$ cat src/rtl/watch_ctrl.sv
// watch_ctrl: run/stop/set control FSM with a tick prescaler and set-value registers.
// Define WATCH_CTRL_BLINK_EN to blink the edited field from a divided clock.
module watch_ctrl #(
   parameter int CLK_HZ  = 100000000,
   parameter int TICK_HZ = 1000
) (
   input  logic       i_clk,
   input  logic       i_reset,
   input  logic       i_btn_run,
   input  logic       i_btn_mode,
   input  logic       i_btn_up,
   input  logic       i_btn_clear,
   output logic       o_tick,
   output logic       o_clear,
   output logic       o_load,
   output logic [4:0] o_set_hour,
   output logic [5:0] o_set_min,
   output logic [1:0] o_state,
   output logic       o_blink
);

   localparam int DIV = CLK_HZ / TICK_HZ;
   localparam int PW  = (DIV > 1) ? $clog2(DIV) : 1;

   typedef enum logic [1:0] {
      STOP     = 2'd0,
      RUN      = 2'd1,
      SET_HOUR = 2'd2,
      SET_MIN  = 2'd3
   } state_t;

   state_t        state;
   state_t        state_nx;
   logic [PW-1:0] presc;
   logic          act_clear;
   logic          act_run;
   logic          act_mode;
   logic          act_up;
   logic          clear_nx;
   logic          load_nx;
   logic          in_set;

   // Only the highest-priority button is allowed to act
   assign act_clear = i_btn_clear;
   assign act_run   = i_btn_run & ~i_btn_clear;
   assign act_mode  = i_btn_mode & ~i_btn_run & ~i_btn_clear;
   assign act_up    = i_btn_up & ~i_btn_mode & ~i_btn_run & ~i_btn_clear;

   assign in_set = (state == SET_HOUR) || (state == SET_MIN);

   always_comb begin
      state_nx = state;
      clear_nx = 1'b0;
      load_nx  = 1'b0;
      unique case (state)
         STOP: begin
            if (act_clear)     clear_nx = 1'b1;
            else if (act_run)  state_nx = RUN;
            else if (act_mode) state_nx = SET_HOUR;
         end
         RUN: begin
            if (act_clear)    clear_nx = 1'b1;
            else if (act_run) state_nx = STOP;
         end
         SET_HOUR: begin
            if (act_mode) state_nx = SET_MIN;
         end
         SET_MIN: begin
            if (act_mode) begin
               state_nx = STOP;
               load_nx  = 1'b1;
            end
         end
      endcase
   end

   always_ff @(posedge i_clk) begin
      if (!i_reset) begin
         state      <= STOP;
         presc      <= '0;
         o_clear    <= 1'b0;
         o_load     <= 1'b0;
         o_set_hour <= '0;
         o_set_min  <= '0;
      end else begin
         state   <= state_nx;
         o_clear <= clear_nx;
         o_load  <= load_nx;
         // Held outside RUN so a resumed run keeps its tick phase
         if (clear_nx) begin
            presc <= '0;
         end else if (state == RUN) begin
            if (presc == PW'(DIV - 1)) presc <= '0;
            else                       presc <= presc + 1'b1;
         end
         if (state == SET_HOUR) begin
            if (act_clear)
               o_set_hour <= '0;
            else if (act_up)
               o_set_hour <= (o_set_hour == 5'd23) ? 5'd0 : o_set_hour + 5'd1;
         end
         if (state == SET_MIN) begin
            if (act_clear)
               o_set_min <= '0;
            else if (act_up)
               o_set_min <= (o_set_min == 6'd59) ? 6'd0 : o_set_min + 6'd1;
         end
      end
   end

   assign o_tick  = (state == RUN) && (presc == PW'(DIV - 1));
   assign o_state = state;

`ifdef WATCH_CTRL_BLINK_EN
   localparam int BDIV = DIV * 500;
   localparam int BW   = $clog2(BDIV);

   logic [BW-1:0] bcnt;
   logic          blink;

   // Restart the blink phase whenever the edited field changes
   always_ff @(posedge i_clk) begin
      if (!i_reset) begin
         bcnt  <= '0;
         blink <= 1'b0;
      end else if (!in_set || (state_nx != state)) begin
         bcnt  <= '0;
         blink <= 1'b0;
      end else if (bcnt == BW'(BDIV - 1)) begin
         bcnt  <= '0;
         blink <= ~blink;
      end else begin
         bcnt  <= bcnt + 1'b1;
      end
   end

   assign o_blink = blink;
`else
   assign o_blink = in_set;
`endif

endmodule

$ cat config.mk
export PLATFORM = sky130hd
export DESIGN_NAME = watch_ctrl
export DESIGN_NICKNAME = d
export VERILOG_FILES = /design/src/rtl/watch_ctrl.sv
export SDC_FILE = /design/constraint.sdc
export NUM_CORES = 1
export LEC_CHECK = 0
export BUFFER_PORTS_ARGS = -buffer_cell sky130_fd_sc_hd__clkbuf_2
export CORE_MARGIN = 1
export CORE_UTILIZATION = 26
export DETAILED_ROUTE_END_ITERATION = 8
export PLACE_DENSITY = 0.49
export SKIP_CTS_REPAIR_TIMING = 1
export SLEW_MARGIN = 40
export SYNTH_ARGS = -nofsm -noshare
export SYNTH_HDL_FRONTEND = slang
export SYNTH_SLANG_ARGS = --single-unit
$ cat constraint.sdc
create_clock -name i_clk -period 1.9 [get_ports i_clk]
set_input_delay 0.19 -clock i_clk [delete_from_list [all_inputs] [get_ports i_clk]]
set_output_delay 0.19 -clock i_clk [all_outputs]
set_load 0.01 [all_outputs]
==> key figures <==
Run status
  – Outcome: finished with violations
  – Failing checks: setup timing

Routing
  – Vias after detailed routing: about 1400
  – TritonRoute pass-1 iters: 7
  – Per-cell routed wire length: about 12 um
  – Antenna Violating Nets Remaining: 0
  – Per-cell via count in the routed design: 4.81
  – DRC viols: 0
  – Violation count after the first detailed-routing iteration: 57
  – Final WL: 3700 um

CTS
  – Clock latency on the worst-skew pair: 0.28 ns
  – Clock buffer count from CTS: 5
  – Clock slew seen by the registers of the worst setup and hold paths: about 0.060 ns
  – CTS sink count: 32
  – TritonCTS clock tree: yes
  – Deepest level of the CTS H-tree: 2
  – Clock Root Buffer: sky130_fd_sc_hd__clkbuf_8
  – Max Root-Sink Buffers: 2

Logic synthesis
  – Most used standard cell by instance count after synthesis: sky130_fd_sc_hd__dfxtp_1
  – Proportion of netlist area held by the largest area contributor: about two fifths
  – Netlist area before placement: between 0.0015 and 0.002 mm^2
  – Synth async-reset ratio: 0%
  – Library cell with the largest summed area after synthesis: sky130_fd_sc_hd__dfxtp_1
  – Yosys warning total: 0
  – Post-synthesis instance total: 184
  – Most instantiated flip-flop cell in the synthesis netlist: sky130_fd_sc_hd__dfxtp_1
  – Syn nets: 193
  – Average size of a mapped cell: approximately 8.7 um^2
  – Largest cells by area after synthesis: sky130_fd_sc_hd__dfxtp_1 (40%), sky130_fd_sc_hd__xnor2_1 (6.0%), sky130_fd_sc_hd__nor2_1 (5.2%)
  – Ranking of synthesized cells by instance count: sky130_fd_sc_hd__dfxtp_1 (32), sky130_fd_sc_hd__nor2_1 (22), sky130_fd_sc_hd__nand2_1 (14)
  – Netlist cell types: 37
  – Portion of the post-synthesis area used by sequential elements: between 30% and 40%
  – Number of enable flip-flop cells after synthesis: 0
  – Number of register bits inferred by synthesis: 32

Finish
  – Net count reported at finish: 232
  – Final Non-Filler Cells: between 200 and 300
  – Growth of design area from synthesis to finish: 24.5%
  – Fraction of layout cells with a size suffix above 1: 25.3%
  – Count of antenna diodes in the layout: 0

Placed design
  – Placed insts: 290
  – Worst slack after detailed placement: 0.0118 ns
  – Total half-perimeter wirelength after legalization and detailed placement: roughly 2800 um
  – Count of input and output buffers: 22
  – Global placement routability congestion: between 0.7 and 0.8

Die
  – Floorplan die height: 80.5 um
  – Core region area: approximately 0.006 mm^2
  – Chip width: about 81 um
  – Full die area: 0.00648 mm^2
  – Top-Level Pins: 23
  – Rows: 28
  – Effective utilization at floorplan: 27.1%

Timing
  – Final hold violations: 0
  – Max-slew violation total from the final report: 0
  – Post-route clock skew: between 0.0015 and 0.002 ns
  – Slew of the pin with the lowest slew margin: 0.561 ns
  – Maximum frequency from static timing analysis: between 0.5 and 0.6 GHz
  – Total Negative Setup Slacks: -0.0628 ns
  – Setup repair after global routing missed its margin: yes
  – Normalized max-slew margin: 62.2%
  – Slack of the critical path: -0.0628 ns
  – Final cycle utilization of the critical path: 103%
  – Count of endpoints failing setup in the final report: 1
  – Minimum period implied by the final worst setup slack: 1.96 ns

Worst setup path
  – Type of element launching the critical path: flop
  – Arr. time, crit path: around 1.8 ns
  – Worst Reg-to-Reg Cells: 4
  – Reg2reg end: presc[7]
  – Critical path origin: presc[8]
  – Category of the worst setup path capture point: primary output
  – R2R Setup Slk: ~0.12 ns
  – Worst reg2reg startpoint: presc[8]
  – Endpoint of the most critical setup path: o_tick
  – Data required time of the worst path: about 1.7 ns
  – Critical-path maximum fanout: 5
  – Critical path class: flop to primary output

Global route
  – Global-route total usage across every layer: between 10 and 15%
  – Vias in the first global route: roughly 1400
  – Total global routing overflow: 0
  – Maximum number of pins on one net before global-route repair: 17
  – Initial antenna violation count: 0
  – Global-route wire length before repair: 6360 um

Power and ir drop
  – Total power density per cell area: approximately 620 mW/mm^2
  – Worst ir drop on vdd: roughly 0.00017 V
  – Post-layout total power: 1240 uW
  – Static Leak: 0.000731 uW

Run
  – Maximum Capacitance Violations: 0

Worst hold path
  – HP Class: input port to flop
area by class of cell:
type / instances / area, um^2
clock buffers: 5 / 68.8
fillers: 633 / 3930
repair buffers: 38 / 230
inverters: 4 / 15.0
flip-flops and latches: 32 / 648
well taps: 75 / 93.8
multi-input cells: 142 / 940
worst max-delay path, cell delays in order (launching register included):
cell and delay [ns]:
sky130_fd_sc_hd__dfxtp_4 0.36, sky130_fd_sc_hd__or4_4 0.53, sky130_fd_sc_hd__nor4_4 0.30, sky130_fd_sc_hd__and2_1 0.18, sky130_fd_sc_hd__buf_2 0.13
layer usage:
metal / vias up / part of all wire [%] / routed length [um] / track usage (%)
met4: 0 / 0.92 / 34 / 4.82
met2: 30 / 45 / 1670 / 19.6
li1: 735 / - / - / -
met5: - / 0 / 0 / 0
met1: 655 / 49 / 1830 / 17.2
met3: 3 / 4.3 / 160 / 3.30
per-stage QoR:
stage	hold slack, ns	utilization (%)	area [um^2]
2_1_floorplan	0.306	-	1600
3_3_place_gp	0.467	32.0	1890
3_5_place_dp	0.479	32.0	1890
4_1_cts	0.202	33.1	1960
5_1_grt	0.222	33.7	2000
6_report	0.204	33.7	2000
logic make-up after synthesis:
kind of cell | share of synthesized area, %
AOI/OAI and AO/OA | 10.1
xor gates and xnor gates | 10.4
DFF | 40.0
buffers and inverters | 2.58
and+or+nand+nor | 34.7
adders and majority gates | 2.34
placed cells by master, fill, tap and decap left out, types with 4 or more instances in the layout:
cell | netlist | routed
sky130_fd_sc_hd__a21oi_1 | 9 | 9
sky130_fd_sc_hd__buf_4 | 1 | 16
sky130_fd_sc_hd__clkbuf_2 | 0 | 21
sky130_fd_sc_hd__clkbuf_8 | 0 | 5
sky130_fd_sc_hd__dfxtp_1 | 32 | 30
sky130_fd_sc_hd__inv_1 | 4 | 4
sky130_fd_sc_hd__nand2_1 | 14 | 14
sky130_fd_sc_hd__nand3_1 | 10 | 10
sky130_fd_sc_hd__nand4b_1 | 5 | 5
sky130_fd_sc_hd__nor2_1 | 22 | 22
sky130_fd_sc_hd__nor3_1 | 5 | 5
sky130_fd_sc_hd__nor4_1 | 7 | 6
sky130_fd_sc_hd__o21ai_0 | 10 | 10
sky130_fd_sc_hd__xnor2_1 | 11 | 11
sky130_fd_sc_hd__xor2_1 | 8 | 8
worst min path at each step:
stage / depth (start not counted) / end / from
2_1_floorplan: 1 / o_state[1] / i_btn_mode
3_3_place_gp: 2 / presc[1] / presc[1]
3_5_place_dp: 2 / presc[1] / presc[1]
4_1_cts: 2 / o_state[1] / i_btn_mode
5_1_grt: 2 / o_state[1] / i_btn_mode
6_report: 2 / o_state[1] / i_btn_mode
sequential cells by signal (all words and copies together), names as in the netlist:
register	flops
o_clear	1
o_set_min	6
o_state	2
o_load	1
o_set_hour	5
presc	17
where the power goes:
part           leakage, uW  switching [uW]  internal (uW)  total, uW
combinational     0.000435            54.4           36.8       91.2
sequential        0.000260            6.95            674        681
clock            0.0000359             231            236        466
No activity file was read; power rests on OpenSTA's default activity.
